$ cat config.mk
export PLATFORM = sky130hd
export DESIGN_NAME = bin_to_bcd_seq
export DESIGN_NICKNAME = d
export VERILOG_FILES = /design/src/rtl/bin_to_bcd_seq.sv
export SDC_FILE = /design/constraint.sdc
export NUM_CORES = 1
export LEC_CHECK = 0
export ABC_AREA = 1
export CAP_MARGIN = 5
export CORE_ASPECT_RATIO = 1.1
export CORE_UTILIZATION = 39
export CTS_BUF_LIST = sky130_fd_sc_hd__clkbuf_4
export DETAILED_ROUTE_END_ITERATION = 16
export HOLD_SLACK_MARGIN = 0.02
export PLACE_DENSITY_LB_ADDON = 0.12
export SYNTH_ARGS = -nofsm -noshare
export SYNTH_HDL_FRONTEND = slang
export SYNTH_SLANG_ARGS = --single-unit
$ cat constraint.sdc
create_clock -name clk -period 1.61 [get_ports clk]
set_input_delay 0.161 -clock clk [delete_from_list [all_inputs] [get_ports clk]]
set_output_delay 0.161 -clock clk [all_outputs]
set_load 0.05 [all_outputs]
$ cat src/rtl/bin_to_bcd_seq.sv
// Sequential binary-to-BCD converter (shift-add-3), one input bit per clock.
// Result and overflow are held between completions for the downstream BCD adder.
module bin_to_bcd_seq #(
   parameter int BIN_W  = 8,
   parameter int DIGITS = 3
) (
   input  logic                  clk,
   input  logic                  rst_n,
   input  logic                  start,
   input  logic [BIN_W-1:0]      bin,
   output logic                  busy,
   output logic                  done,
   output logic [4*DIGITS-1:0]   bcd,
   output logic                  overflow
);

   localparam int BW = 4 * DIGITS;
   localparam int CW = (BIN_W > 1) ? $clog2(BIN_W) : 1;

   typedef enum logic [1:0] {
      IDLE,
      CONVERT,
      DONE
   } state_t;

   state_t           state_q, state_d;
   logic [BIN_W-1:0] shift_q, shift_d;
   logic [BW-1:0]    scr_q, scr_d;
   logic [CW-1:0]    cnt_q, cnt_d;
   logic             ovs_q, ovs_d;
   logic [BW-1:0]    bcd_q, bcd_d;
   logic             ovf_q, ovf_d;

   logic [BW-1:0]    corr;
   logic [BW-1:0]    scr_sh;
   logic             top_bit;
   logic             last;

   // Add-3 correction on every digit in parallel, ahead of the shift.
   always_comb begin
      corr = '0;
      for (int i = 0; i < DIGITS; i++) begin
         if (scr_q[4*i +: 4] >= 4'd5)
            corr[4*i +: 4] = scr_q[4*i +: 4] + 4'd3;
         else
            corr[4*i +: 4] = scr_q[4*i +: 4];
      end
   end

   assign scr_sh  = {corr[BW-2:0], shift_q[BIN_W-1]};
   assign top_bit = corr[BW-1];
   assign last    = (cnt_q == CW'(BIN_W - 1));

   always_comb begin
      state_d = state_q;
      shift_d = shift_q;
      scr_d   = scr_q;
      cnt_d   = cnt_q;
      ovs_d   = ovs_q;
      bcd_d   = bcd_q;
      ovf_d   = ovf_q;
      unique case (state_q)
         IDLE, DONE: begin
            state_d = IDLE;
            if (start) begin
               state_d = CONVERT;
               shift_d = bin;
               scr_d   = '0;
               cnt_d   = '0;
               ovs_d   = 1'b0;
            end
         end
         CONVERT: begin
            shift_d = shift_q << 1;
            scr_d   = scr_sh;
            ovs_d   = ovs_q | top_bit;
            cnt_d   = cnt_q + CW'(1);
            if (last) begin
               bcd_d   = scr_sh;
               ovf_d   = ovs_q | top_bit;
               state_d = DONE;
            end
         end
         default: state_d = IDLE;
      endcase
   end

   always_ff @(posedge clk or negedge rst_n) begin
      if (!rst_n) begin
         state_q <= IDLE;
         shift_q <= '0;
         scr_q   <= '0;
         cnt_q   <= '0;
         ovs_q   <= 1'b0;
         bcd_q   <= '0;
         ovf_q   <= 1'b0;
      end else begin
         state_q <= state_d;
         shift_q <= shift_d;
         scr_q   <= scr_d;
         cnt_q   <= cnt_d;
         ovs_q   <= ovs_d;
         bcd_q   <= bcd_d;
         ovf_q   <= ovf_d;
      end
   end

   assign busy     = (state_q == CONVERT);
   assign done     = (state_q == DONE);
   assign bcd      = bcd_q;
   assign overflow = ovf_q;

endmodule

Yosys cells after proc, flatten, opt, wreduce, memory -nomap -nowiden
Cells that the tools add are included.
{"block": "word_totals", "reg_bits": 39, "elab_cells": 39}
{"block": "op_classes", "n_addsub": 4, "magnitude_cmp": 3, "n_eq_ne": 5, "mux": 14, "n_bitwise": 1, "n_reduce_logical": 5}
{"cell": "12-bit case mux with 2 select lines", "count": 1}
{"cell": "8-bit case mux with 2 select lines", "count": 1}
{"cell": "4-bit by 2-bit adder with 4-bit output (second input constant)", "count": 3}
{"cell": "4-bit by 3-bit greater-or-equal comparator with 1-bit output (second input constant)", "count": 3}
{"cell": "12-bit two-way mux", "count": 1}
{"cell": "4-bit two-way mux", "count": 3}
{"cell": "8-bit two-way mux", "count": 1}
{"cell": "3-bit case mux with 2 select lines", "count": 1}
{"cell": "2-bit case mux with 2 select lines", "count": 1}
{"cell": "2-bit AND reduction", "count": 2}
{"cell": "3-bit by 1-bit adder with 3-bit output (second input constant)", "count": 1}
{"cell": "3-bit == test (second input constant)", "count": 1}
{"cell": "3-bit two-way mux", "count": 1}
{"cell": "2-bit by 1-bit == test with 1-bit output (second input constant)", "count": 1}
{"cell": "2-bit == test (second input constant)", "count": 1}
{"cell": "2-bit logical NOT", "count": 1}
{"cell": "1-bit two-way mux", "count": 2}
{"cell": "2-bit two-way mux", "count": 1}
{"cell": "2-bit by 1-bit inequality test with 1-bit output (second input constant)", "count": 1}
{"cell": "2-bit inequality test (second input constant)", "count": 1}
{"cell": "1-bit case mux with 2 select lines", "count": 1}
{"cell": "2-bit nonzero test", "count": 1}
{"cell": "2-bit OR reduction", "count": 1}
{"cell": "1-bit OR", "count": 1}

Depth between registers and ports, before layout
{"block": "depth", "word_depth": 4, "mapped_depth": 9}

Worst setup path after synthesis
OpenSTA, ideal clock, no wires.
{"block": "synth_timing", "kind": "register to output", "from": "register state_q[1]", "to": "output port done", "t_arrival_ns": 1.140, "slack_ns": 0.309, "path_stages_with_launch": 3, "path_buffers": 0, "cell_sequence": "dfrtp_1 inv_2 nor2_1"}
{"block": "synth_via", "elab_chain_cells": 1}
{"item": "start, declared", "line_no": "26", "source": "state_t state_q, state_d;"}
{"item": "start signal, assigned", "line_no": "98", "source": "state_q <= state_d;"}
{"item": "2-bit == test", "line_no": "109", "source": "assign done = (state_q == DONE);"}
{"item": "end, declared", "line_no": "12", "source": "output logic done,"}
No other way between the ends.

Final worst setup path
{"block": "layout_timing", "from": "register state_q[0]", "to": "output port busy"}
{"block": "layout_via", "elab_chain_cells": 1}
{"item": "2-bit by 1-bit == test with 1-bit output", "line_no": "108", "source": "assign busy = (state_q == CONVERT);"}
{"item": "end, declared", "line_no": "11", "source": "output logic busy,"}
No other way between the ends.

==> metrics.md <==
| Metric | Value |
|---|---|
| Final Power | 5.36 mW |
| Clock tree buffer depth | 2 |
| Cell taking the most area after synthesis | dfrtp_1 |
| CP startpoint kind | flop |
| CP endpoint kind | primary output |
| Clock slew at reported path FFs | 0.11 ns |
| DRT iter0 DRCs | 102 |
| Leak | 1.22 nW |
| Clock root buffer master | clkbuf_4 |
| Tot GR Track Use | 16.9% |
| Final WS setup | 0.160 ns |
| Status | finished clean |
| Vias in the first global route | 1475 |
| MaxCap Viol Count | 0 |
| Mapped Nets | 247 |
| Pre-CTS WS | 0.194 ns |
| Wire length on met2 | 1.86 mm |
| Area grow syn2layout | 19.3% |
| Setup Skew | 0.00512 ns |
| R2R Path End | scr_q[5]$_DFFE_PN0P_ |
| Crit path DAT | 1.29 ns |
| Syn. warnings | 0 |
| R2r setup slk | 0.23 ns |
| Die height | 76.0 microns |
| Area contributors post-synth | dfrtp_1 (50%), nand2_1 (15%), nand3_1 (7.5%), ha_1 (5.2%), inv_1 (4.4%) |
| Initial Util | 41.1% |
| Initial antenna violation count | 0 |
| # nets final | 280 |
| CP required | 1.45 ns |
| Synth Flop Type | dfrtp_1 |
| Seq/Total Area, Yosys | 50.3% |
| Antenna diode count | 0 |
| Drt via density | 4.88 |
| Reg2reg start | scr_q[4]$_DFFE_PN0P_ |
| H-tree depth | 2 |
| Clock sink total | 39 |
| Layout cells sized above 1 | 14.9% |
| Router iterations before antenna repair | 6 |
| Setup TNS Final | 0 ns |
| Avg Inst Size Synth | 8.51 sq um |
| I/O pins | 26 |
| Util after Layout | 49.1% |
| Number of synthesized flops with an enable pin | 0 |
| Grt total ovfl | 0 |
| Die Width | 69.3 microns |
| VDD IR max | 0.996 mV |
| Routed wl met3 | 126 microns |
| HPWL after DPL | 2.70 mm |
| Async SR Flop Fraction | 100% |
| Drc violations | 0 |
| Post-detailed-route wirelength per cell | 12.6 microns |
| Port buffer count | 25 |
| Antenna Nets Post-Route | 0 |
| Post-Syn Instances | 228 |
| Yosys top cell area share | 50.3% |
| R2r worst-path depth | 7 |
| GP Congestion | 0.858 |
| Fmax | 690 MHz |
| Top layer in use | met4 |
| Site Rows | 26 |
| Total number of vias | 1551 |
| Final Max Slew Viols | 0 |
| Final WL | 4.00 mm |
| Metal-1 WL | 1.95 mm |
| RSZ-0062 raised after global routing | false |
| First-pass GRT wire length | 6.93 mm |
| Critical path class | reg2out |
| Pin count of the biggest net entering global routing | 40 |
| Die ar. | 5260 sq um |
| Mapped Area | 1940 sq um |
| Synth Register Bits | 39 |
| # setup viols final | 0 |
| Worst skew pair latency | 0.34 ns |
| TritonCTS Buffers | 5 |
| Hold crit path type | in2async |
| Tcrit/Tclk final | 90.0% |
| Slew headroom | 81.6% |
| Worst slew pin tran | 0.273 ns |
| Post-synth cell types | 21 |
| CTS tree | built |
| Crit-path max FO | 13 |
| Power Density | 2320 nW/um^2 |
| Final hold viol count | 0 |
| Core Area | 4720 sq um |
| # fillers | 459 |
| Min cycle time layout | 1.45 ns |
## synthesized netlist by cell type (2+ instances only)
cell type,instances
inv_2,4
a22o_1,2
nand2_1,76
o211ai_2,3
buf_2,2
o21ai_0,9
o22ai_1,3
nand3_1,29
nand2_4,2
o211ai_1,4
ha_1,8
dfrtp_1,39
o21ai_1,9
buf_6,3
nor2_1,7
inv_1,23
## critical path, cell delays in order (launching register included)
cell and delay (ns):
dfrtp_1 0.41, inv_2 0.09, nor2_8 0.12, buf_6 0.18
buf_12 0.15
## cell usage in the layout (no fill, tap or decap), drive strengths merged
cell	n
o21ai	18
clkdlybuf4s50	9
o22ai	3
a22o	2
clkbuf	6
a21oi	1
nor2	8
inv	27
o211ai	7
clkinv	2
dfrtp	39
nand2	79
dlygate4sd3	1
buf	22
o21a	1
ha	8
nand3	29
## per-layer routing
metal / vias to the layer above / global-route usage (%)
li1: 805 / -
met4: 0 / 8.98
met2: 23 / 26.3
met3: 5 / 3.31
met1: 718 / 22.1
met5: - / 0
## stage by stage
| step | area [sq um] | std cells | hold slack (ns) |
|---|---|---|---|
| after floorplan | 1940 | 228 | -0.135 |
| after global placement | 2240 | 308 | 0.151 |
| after detailed placement | 2240 | 308 | 0.147 |
| after CTS | 2320 | 318 | 0.301 |
| after global routing | 2320 | 318 | 0.312 |
| final | 2320 | 318 | 0.300 |
## registers in the layout (all words and copies together) (netlist names)
| name | flops |
|---|---|
| bcd | 12 |
| scr_q | 12 |
| shift_q | 8 |
| cnt_q | 3 |
| state_q | 2 |
| overflow | 1 |
| ovs_q | 1 |
## worst max-delay path by stage
stage / start / endpoint / slack [ns] / cells past startpoint
floorplan: state_q[1]$_DFFE_PN0P_ / done / 0.31 / 2
global placement: start / cnt_q[2]$_DFFE_PN0P_ / 0.22 / 5
detailed placement: start / cnt_q[1]$_DFFE_PN0P_ / 0.19 / 5
CTS: state_q[0]$_DFFE_PN0P_ / busy / 0.14 / 4
global route: scr_q[0]$_DFFE_PN0P_ / scr_q[1]$_DFFE_PN0P_ / 0.07 / 7
finish: state_q[0]$_DFFE_PN0P_ / busy / 0.16 / 4
## area by class of cell
class | count | area [sq um] | share of cell area, %
sequential | 39 | 976 | 42.1
multi-input combinational | 156 | 812 | 35.1
timing repair buffer | 32 | 304 | 13.1
inverter | 27 | 101 | 4.38
tap | 56 | 70.1 | 3.03
clock buffer | 6 | 45.0 | 1.94
clock inverter | 2 | 7.51 | 0.324
## what timing repair did
item	CTS	global route
resized for setup	1	0
hold endpoints to repair	39	0
setup endpoints to repair	1	0
hold buffers	1	0
setup buffers	1	0
## logic make-up (layout without fill, tap and decap cells)
logic type / count (synthesis) / count (layout) / synth area share, %
adder cells (fa/ha/maj): 8 / 8 / 5.16
AND/OR/NAND/NOR: 116 / 116 / 26.0
flip-flops: 39 / 39 / 50.3
buffers and inverters: 33 / 67 / 7.87
AO/OA/AOI/OAI: 32 / 32 / 10.6
## power by group
part / total (mW) / leakage [nW] / switching (mW) / internal (mW)
registers: 1.74 / 0.481 / 0.292 / 1.45
clock network: 0.498 / 0.0307 / 0.319 / 0.179
logic: 3.12 / 0.707 / 2.03 / 1.10
Power figures use the tool's default switching activity.
